===== config.mk =====
export PLATFORM = sky130hd
export DESIGN_NAME = hazard_stall_ctrl
export DESIGN_NICKNAME = d
export VERILOG_FILES = /design/src/rtl/hazard_stall_ctrl.sv
export SDC_FILE = /design/constraint.sdc
export NUM_CORES = 1
export LEC_CHECK = 0
export CELL_PAD_IN_SITES_DETAIL_PLACEMENT = 1
export CELL_PAD_IN_SITES_GLOBAL_PLACEMENT = 1
export CORE_MARGIN = 2
export CORE_UTILIZATION = 33
export CTS_CLUSTER_DIAMETER = 200
export DETAILED_ROUTE_END_ITERATION = 10
export HOLD_SLACK_MARGIN = 0.08
export PLACE_DENSITY_LB_ADDON = 0.1
export SYNTH_ARGS = -nofsm -noshare
export SYNTH_HDL_FRONTEND = slang
export SYNTH_SLANG_ARGS = --single-unit
export TNS_END_PERCENT = 50

===== constraint.sdc =====
create_clock -name clk -period 2.4 [get_ports clk]
set_input_delay 0.48 -clock clk [delete_from_list [all_inputs] [get_ports clk]]
set_output_delay 0.48 -clock clk [all_outputs]
set_load 0.01 [all_outputs]

===== src/rtl/hazard_stall_ctrl.sv =====
// hazard_stall_ctrl: hazard and stall sequencer for the 5-stage ARM pipeline.
// Decides per cycle whether IF/ID stalls for a RAW hazard, whether the whole
// pipeline freezes while data memory is slow, and when to flush on a taken
// branch. Also drives the forwarding-unit enable.
// Optional build macro: HAZARD_STATS_EN adds freeze_cnt and flush_cnt outputs.
module hazard_stall_ctrl #(
    parameter int MEM_TIMEOUT = 64,
    parameter int CNT_W       = 16
) (
    input  logic             clk,
    input  logic             rst,
    input  logic             fwd_mode,
    input  logic [3:0]       src1,
    input  logic [3:0]       src2,
    input  logic             two_src,
    input  logic             ID_valid,
    input  logic [3:0]       EXE_Dest,
    input  logic             EXE_WB_en,
    input  logic             EXE_MEM_R_en,
    input  logic [3:0]       MEM_Dest,
    input  logic             MEM_WB_en,
    input  logic             mem_req,
    input  logic             mem_ready,
    input  logic             branch_taken,
    output logic             fwd_en,
    output logic             hazard_stall,
    output logic             freeze_all,
    output logic             flush,
    output logic             mem_err,
`ifdef HAZARD_STATS_EN
    output logic [CNT_W-1:0] freeze_cnt,
    output logic [CNT_W-1:0] flush_cnt,
`endif
    output logic [CNT_W-1:0] stall_cnt
);

    // Wide enough to hold MEM_TIMEOUT-1 for any timeout value.
    localparam int WAIT_W = $clog2(MEM_TIMEOUT + 1);

    typedef enum logic [1:0] {
        IDLE     = 2'd0,
        MEM_WAIT = 2'd1,
        ERR      = 2'd2
    } state_t;

    localparam logic [CNT_W-1:0]  CNT_MAX  = {CNT_W{1'b1}};
    localparam logic [WAIT_W-1:0] WAIT_END = WAIT_W'(MEM_TIMEOUT - 1);

    state_t            state_q, state_d;
    logic [WAIT_W-1:0] wait_cnt_q, wait_cnt_d;
    logic              mem_err_q, mem_err_d;
    logic [CNT_W-1:0]  stall_cnt_q, stall_cnt_d;

    logic m1, m2, n1, n2;
    logic hz;
    logic freeze_raw;

    // RAW hazard detection against the EXE and MEM destination registers.
    always_comb begin
        m1 = EXE_WB_en && (src1 == EXE_Dest);
        m2 = EXE_WB_en && two_src && (src2 == EXE_Dest);
        n1 = MEM_WB_en && (src1 == MEM_Dest);
        n2 = MEM_WB_en && two_src && (src2 == MEM_Dest);
        hz = 1'b0;
        if (ID_valid) begin
            // With forwarding only a load-use in EXE cannot be bypassed.
            hz = fwd_mode ? (EXE_MEM_R_en && (m1 || m2)) : (m1 || m2 || n1 || n2);
        end
    end

    // Memory-wait FSM: next state, wait counter, sticky error and raw freeze.
    always_comb begin
        // NOTE: every signal gets a default first so no path leaves it unassigned, which would infer a latch.
        state_d    = state_q;
        wait_cnt_d = wait_cnt_q;
        mem_err_d  = mem_err_q;
        freeze_raw = 1'b0;
        unique case (state_q)
            IDLE: begin
                freeze_raw = mem_req && !mem_ready;
                if (mem_req && !mem_ready) begin
                    state_d    = MEM_WAIT;
                    wait_cnt_d = WAIT_W'(1);
                end
            end
            MEM_WAIT: begin
                // Release in the same cycle mem_ready arrives.
                freeze_raw = !mem_ready;
                if (mem_ready) begin
                    state_d    = IDLE;
                    wait_cnt_d = '0;
                end else if (wait_cnt_q == WAIT_END) begin
                    state_d   = ERR;
                    mem_err_d = 1'b1;
                end else begin
                    wait_cnt_d = wait_cnt_q + WAIT_W'(1);
                end
            end
            ERR: begin
                freeze_raw = 1'b1;
            end
            default: begin
                state_d = IDLE;
            end
        endcase
    end

    // Output priority: freeze beats flush, flush beats hazard stall; all low in reset.
    always_comb begin
        fwd_en       = fwd_mode && !rst;
        freeze_all   = freeze_raw && !rst;
        flush        = branch_taken && !freeze_all && !rst;
        hazard_stall = hz && !freeze_all && !branch_taken && !rst;
        stall_cnt_d  = stall_cnt_q;
        if (hazard_stall && (stall_cnt_q != CNT_MAX)) begin
            stall_cnt_d = stall_cnt_q + CNT_W'(1);
        end
    end

    // State and counter registers with synchronous reset.
    always_ff @(posedge clk) begin
        // NOTE: sequential state uses non-blocking assignments so all flops update from pre-edge values.
        if (rst) begin
            state_q     <= IDLE;
            wait_cnt_q  <= '0;
            mem_err_q   <= 1'b0;
            stall_cnt_q <= '0;
        end else begin
            state_q     <= state_d;
            wait_cnt_q  <= wait_cnt_d;
            mem_err_q   <= mem_err_d;
            stall_cnt_q <= stall_cnt_d;
        end
    end

    assign mem_err   = mem_err_q;
    assign stall_cnt = stall_cnt_q;

`ifdef HAZARD_STATS_EN
    logic [CNT_W-1:0] freeze_cnt_q, freeze_cnt_d;
    logic [CNT_W-1:0] flush_cnt_q, flush_cnt_d;

    // Saturating freeze and flush statistics.
    always_comb begin
        freeze_cnt_d = freeze_cnt_q;
        flush_cnt_d  = flush_cnt_q;
        if (freeze_all && (freeze_cnt_q != CNT_MAX)) begin
            freeze_cnt_d = freeze_cnt_q + CNT_W'(1);
        end
        if (flush && (flush_cnt_q != CNT_MAX)) begin
            flush_cnt_d = flush_cnt_q + CNT_W'(1);
        end
    end

    // Statistics registers, cleared by reset.
    always_ff @(posedge clk) begin
        if (rst) begin
            freeze_cnt_q <= '0;
            flush_cnt_q  <= '0;
        end else begin
            freeze_cnt_q <= freeze_cnt_d;
            flush_cnt_q  <= flush_cnt_d;
        end
    end

    assign freeze_cnt = freeze_cnt_q;
    assign flush_cnt  = flush_cnt_q;
`endif

endmodule


==> flow_metrics.env <==
export IMPL_post_route_cells_drive_above_1_share=0.107
export IMPL_maxCapViolCount=0
export IMPL_critPathRequiredTime_ns=1.92
export IMPL_synthesis_area_sq_um=1500
export IMPL_ys_types=44
export IMPL_fin_nets=273
export IMPL_synth_fp_nets=213
export IMPL_critical_path_class="in2out"
export IMPL_synth_commonest_cells="dfxtp_1 (26), a21oi_1 (18), xnor2_1 (16), nand2_1 (15), nor2_1 (15)"
export IMPL_floorplan_die_area_sq_um=5100
export IMPL_antenna_found_initial=0
export IMPL_drv_slew=0
export IMPL_synth_seq_cells=26
export IMPL_grt_pass1_wl_um=7330
export IMPL_worst_path_most_repeated_cell="nor2_1"
export IMPL_clk_pin_slew_ns=0.09
export IMPL_hp_class="reg2reg"
export IMPL_yosys_warnings=0
export IMPL_power_leakage_nw=0.768
export IMPL_final_seq_area_sq_um=520
export IMPL_syn_to_final_growth_pct=43.8
export IMPL_fin_hold_ws_ns=0.478
export IMPL_ant_nets=0
export IMPL_fp_dieW_um=71.4
export IMPL_skew_ns=0.00202
export IMPL_cts_buffers=3
export IMPL_multi_input_area_sq_um=931
export IMPL_tightest_slew_ns=0.433
export IMPL_synthArstFlopShare=0
export IMPL_setup_viol=0
export IMPL_slowest_delay_ns=0.52
export IMPL_cp_max_fo=2
export IMPL_drt_pass1_iter_count=2
export IMPL_avgViaCountPerCell=5.21
export IMPL_hold_viol_final=0
export IMPL_num_io_pins=48
export IMPL_root_buffer="clkbuf_8"
export IMPL_grt_pass1_vias=1623
export IMPL_core_sq_um=4350
export IMPL_cts_tree="yes"
export IMPL_cts_sinks=26
export IMPL_fill_cells=530
export IMPL_yosysTopAreaCellShare=0.347
export IMPL_arrival_ns=1.84
export IMPL_clkLatencyLatePin_ns=0.26
export IMPL_powerDensity_nw_per_um2=380
export IMPL_synth_main_ff_cell="dfxtp_1"
export IMPL_wl_um=4320
export IMPL_overflow=0
export IMPL_timing_final_crit_share=0.966
export IMPL_worst_slack_ns=0.0815
export IMPL_ir_drop_v=0.000229
export IMPL_die_h_um=71.4
export IMPL_start_kind="input pin"
export IMPL_synth_area_leaders="dfxtp_1 (35%), xnor2_1 (9.3%), a21oi_1 (6.0%), o21ai_0 (4.7%), or3_1 (4.6%)"
export IMPL_track_usage=0.175
export IMPL_htree_levels=1
export IMPL_post_route_min_period_ns=2.32
export IMPL_status="complete, no violations"
export IMPL_syn_inst=184
export IMPL_initial_core_util=0.344
export IMPL_cpMaxStageDelayCell="clkdlybuf4s50_1"
export IMPL_grt_max_degree=16
export IMPL_drt_iter0_markers=22
export IMPL_drc=0
export IMPL_synth_seq_area_share=0.347
export IMPL_antenna_cells=0
export IMPL_yosysTopAreaCell="dfxtp_1"
export IMPL_port_buffers=47
export IMPL_dp_slack_ns=-0.314
export IMPL_end_kind="primary output"
export IMPL_wire_per_inst_um=14.7
export IMPL_dp_hpwl_um=3470
export IMPL_grt_setup_unrepaired="true"
export IMPL_vias=1533
export IMPL_row_count=24
export IMPL_postCtsHoldBufs=0
export IMPL_yosys_cell_count_top_type="dfxtp_1"
export IMPL_cp_cell_sequence="clkdlybuf4s50_1 -> xnor2_1 -> nand4_1 -> o22ai_1 -> nor2_1 -> nor2_1 -> buf_2"
export IMPL_syn_area_per_cell_sq_um=8.15
export IMPL_synth_edff_count=0
export IMPL_clock_path_buffers=2
export IMPL_max_freq_mhz=431
export IMPL_gp_congestion=0.828
export IMPL_max_slew_margin_rel=0.708
## sequential cells by signal, indices dropped and copies added, names as in the netlist
name	count
state_q	2
mem_err	1
wait_cnt_q	7
stall_cnt	16
## stage by stage
| step | cell area, sq um | total power [W] | TNS (ns) | util | instances |
|---|---|---|---|---|---|
| global placement | 2090 | 0.000580 | -0.543 | 0.480 | 290 |
| CTS | 2140 | 0.000832 | 0 | 0.491 | 294 |
| floorplan | 1500 | 0.000504 | 0 | - | 184 |
| finish | 2160 | 0.000819 | 0 | 0.495 | 294 |
| detailed placement | 2090 | 0.000584 | -1.20 | 0.480 | 290 |
| global route | 2160 | 0.000864 | -0.0205 | 0.495 | 294 |
## repair_timing
| action | 4_1_cts | 5_1_grt |
|---|---|---|
| pin swaps | 1 | 4 |
| buffers inserted | 1 | 0 |
| endpoints found under the setup margin | 3 | 7 |
| resized for setup | 7 | 9 |
## cell type report
class | instances | area share
multi-input combinational | 148 | 0.432
timing repair buffer | 61 | 0.270
sequential | 26 | 0.241
tap | 52 | 0.0302
clock buffer | 3 | 0.0192
inverter | 4 | 0.00696
## metal layers
metal / global-route usage / vias up / wire length (um)
li1: - / 785 / -
met1: 0.224 / 713 / 2020
met2: 0.306 / 33 / 2110
met3: 0.0380 / 2 / 176
met4: 0.0294 / 0 / 13
met5: 0 / - / 0
## power breakdown
| group | internal (W) | total [W] | switching, W |
|---|---|---|---|
| registers | 0.000434 | 0.000437 | 0.00000349 |
| clock network | 0.000112 | 0.000247 | 0.000135 |
| logic | 0.0000776 | 0.000135 | 0.0000575 |
## cells in the final DEF (no fill, tap or decap), types with 4 or more instances in the layout
cell type        Yosys  layout
dfxtp_1             26      26
nand4_1              5       5
xnor2_1             16      16
nor2_1              15      15
inv_1                4       4
buf_4                1      13
clkdlybuf4s50_1      0      38
nand2_1             15      15
dlymetal6s2s_1       0       5
or3_1               11      11
xor2_1               4       4
o21ai_0             14      13
a21oi_1             18      17
nand3_1             10      10
## worst paths after layout
| check | start | endpoint | slack, ns | cells after the start |
|---|---|---|---|---|
| min | wait_cnt_q[6] | wait_cnt_q[6] | 0.48 | 2 |
| max | MEM_Dest[3] | hazard_stall | 0.08 | 7 |
| max reg2reg | stall_cnt[0] | stall_cnt[6] | 0.33 | 8 |
| min reg2reg | wait_cnt_q[6] | wait_cnt_q[6] | 0.48 | 2 |
## critical path, delay by kind of cell
kind	cells	cell delay (ns)
simple gates	3	0.33
buf+inv	2	0.68
compound gates	1	0.21
xor+xnor	1	0.14
## kinds of logic after synthesis
family	count (synthesis)	synth area share
buffers and inverters	10	0.0384
AND/OR/NAND/NOR	75	0.264
flip-flops	26	0.347
multiplexers	2	0.0142
AO/OA/AOI/OAI	49	0.203
adder cells (fa/ha/maj)	2	0.0167
XOR/XNOR	20	0.117
Power figures use the tool's default switching activity.
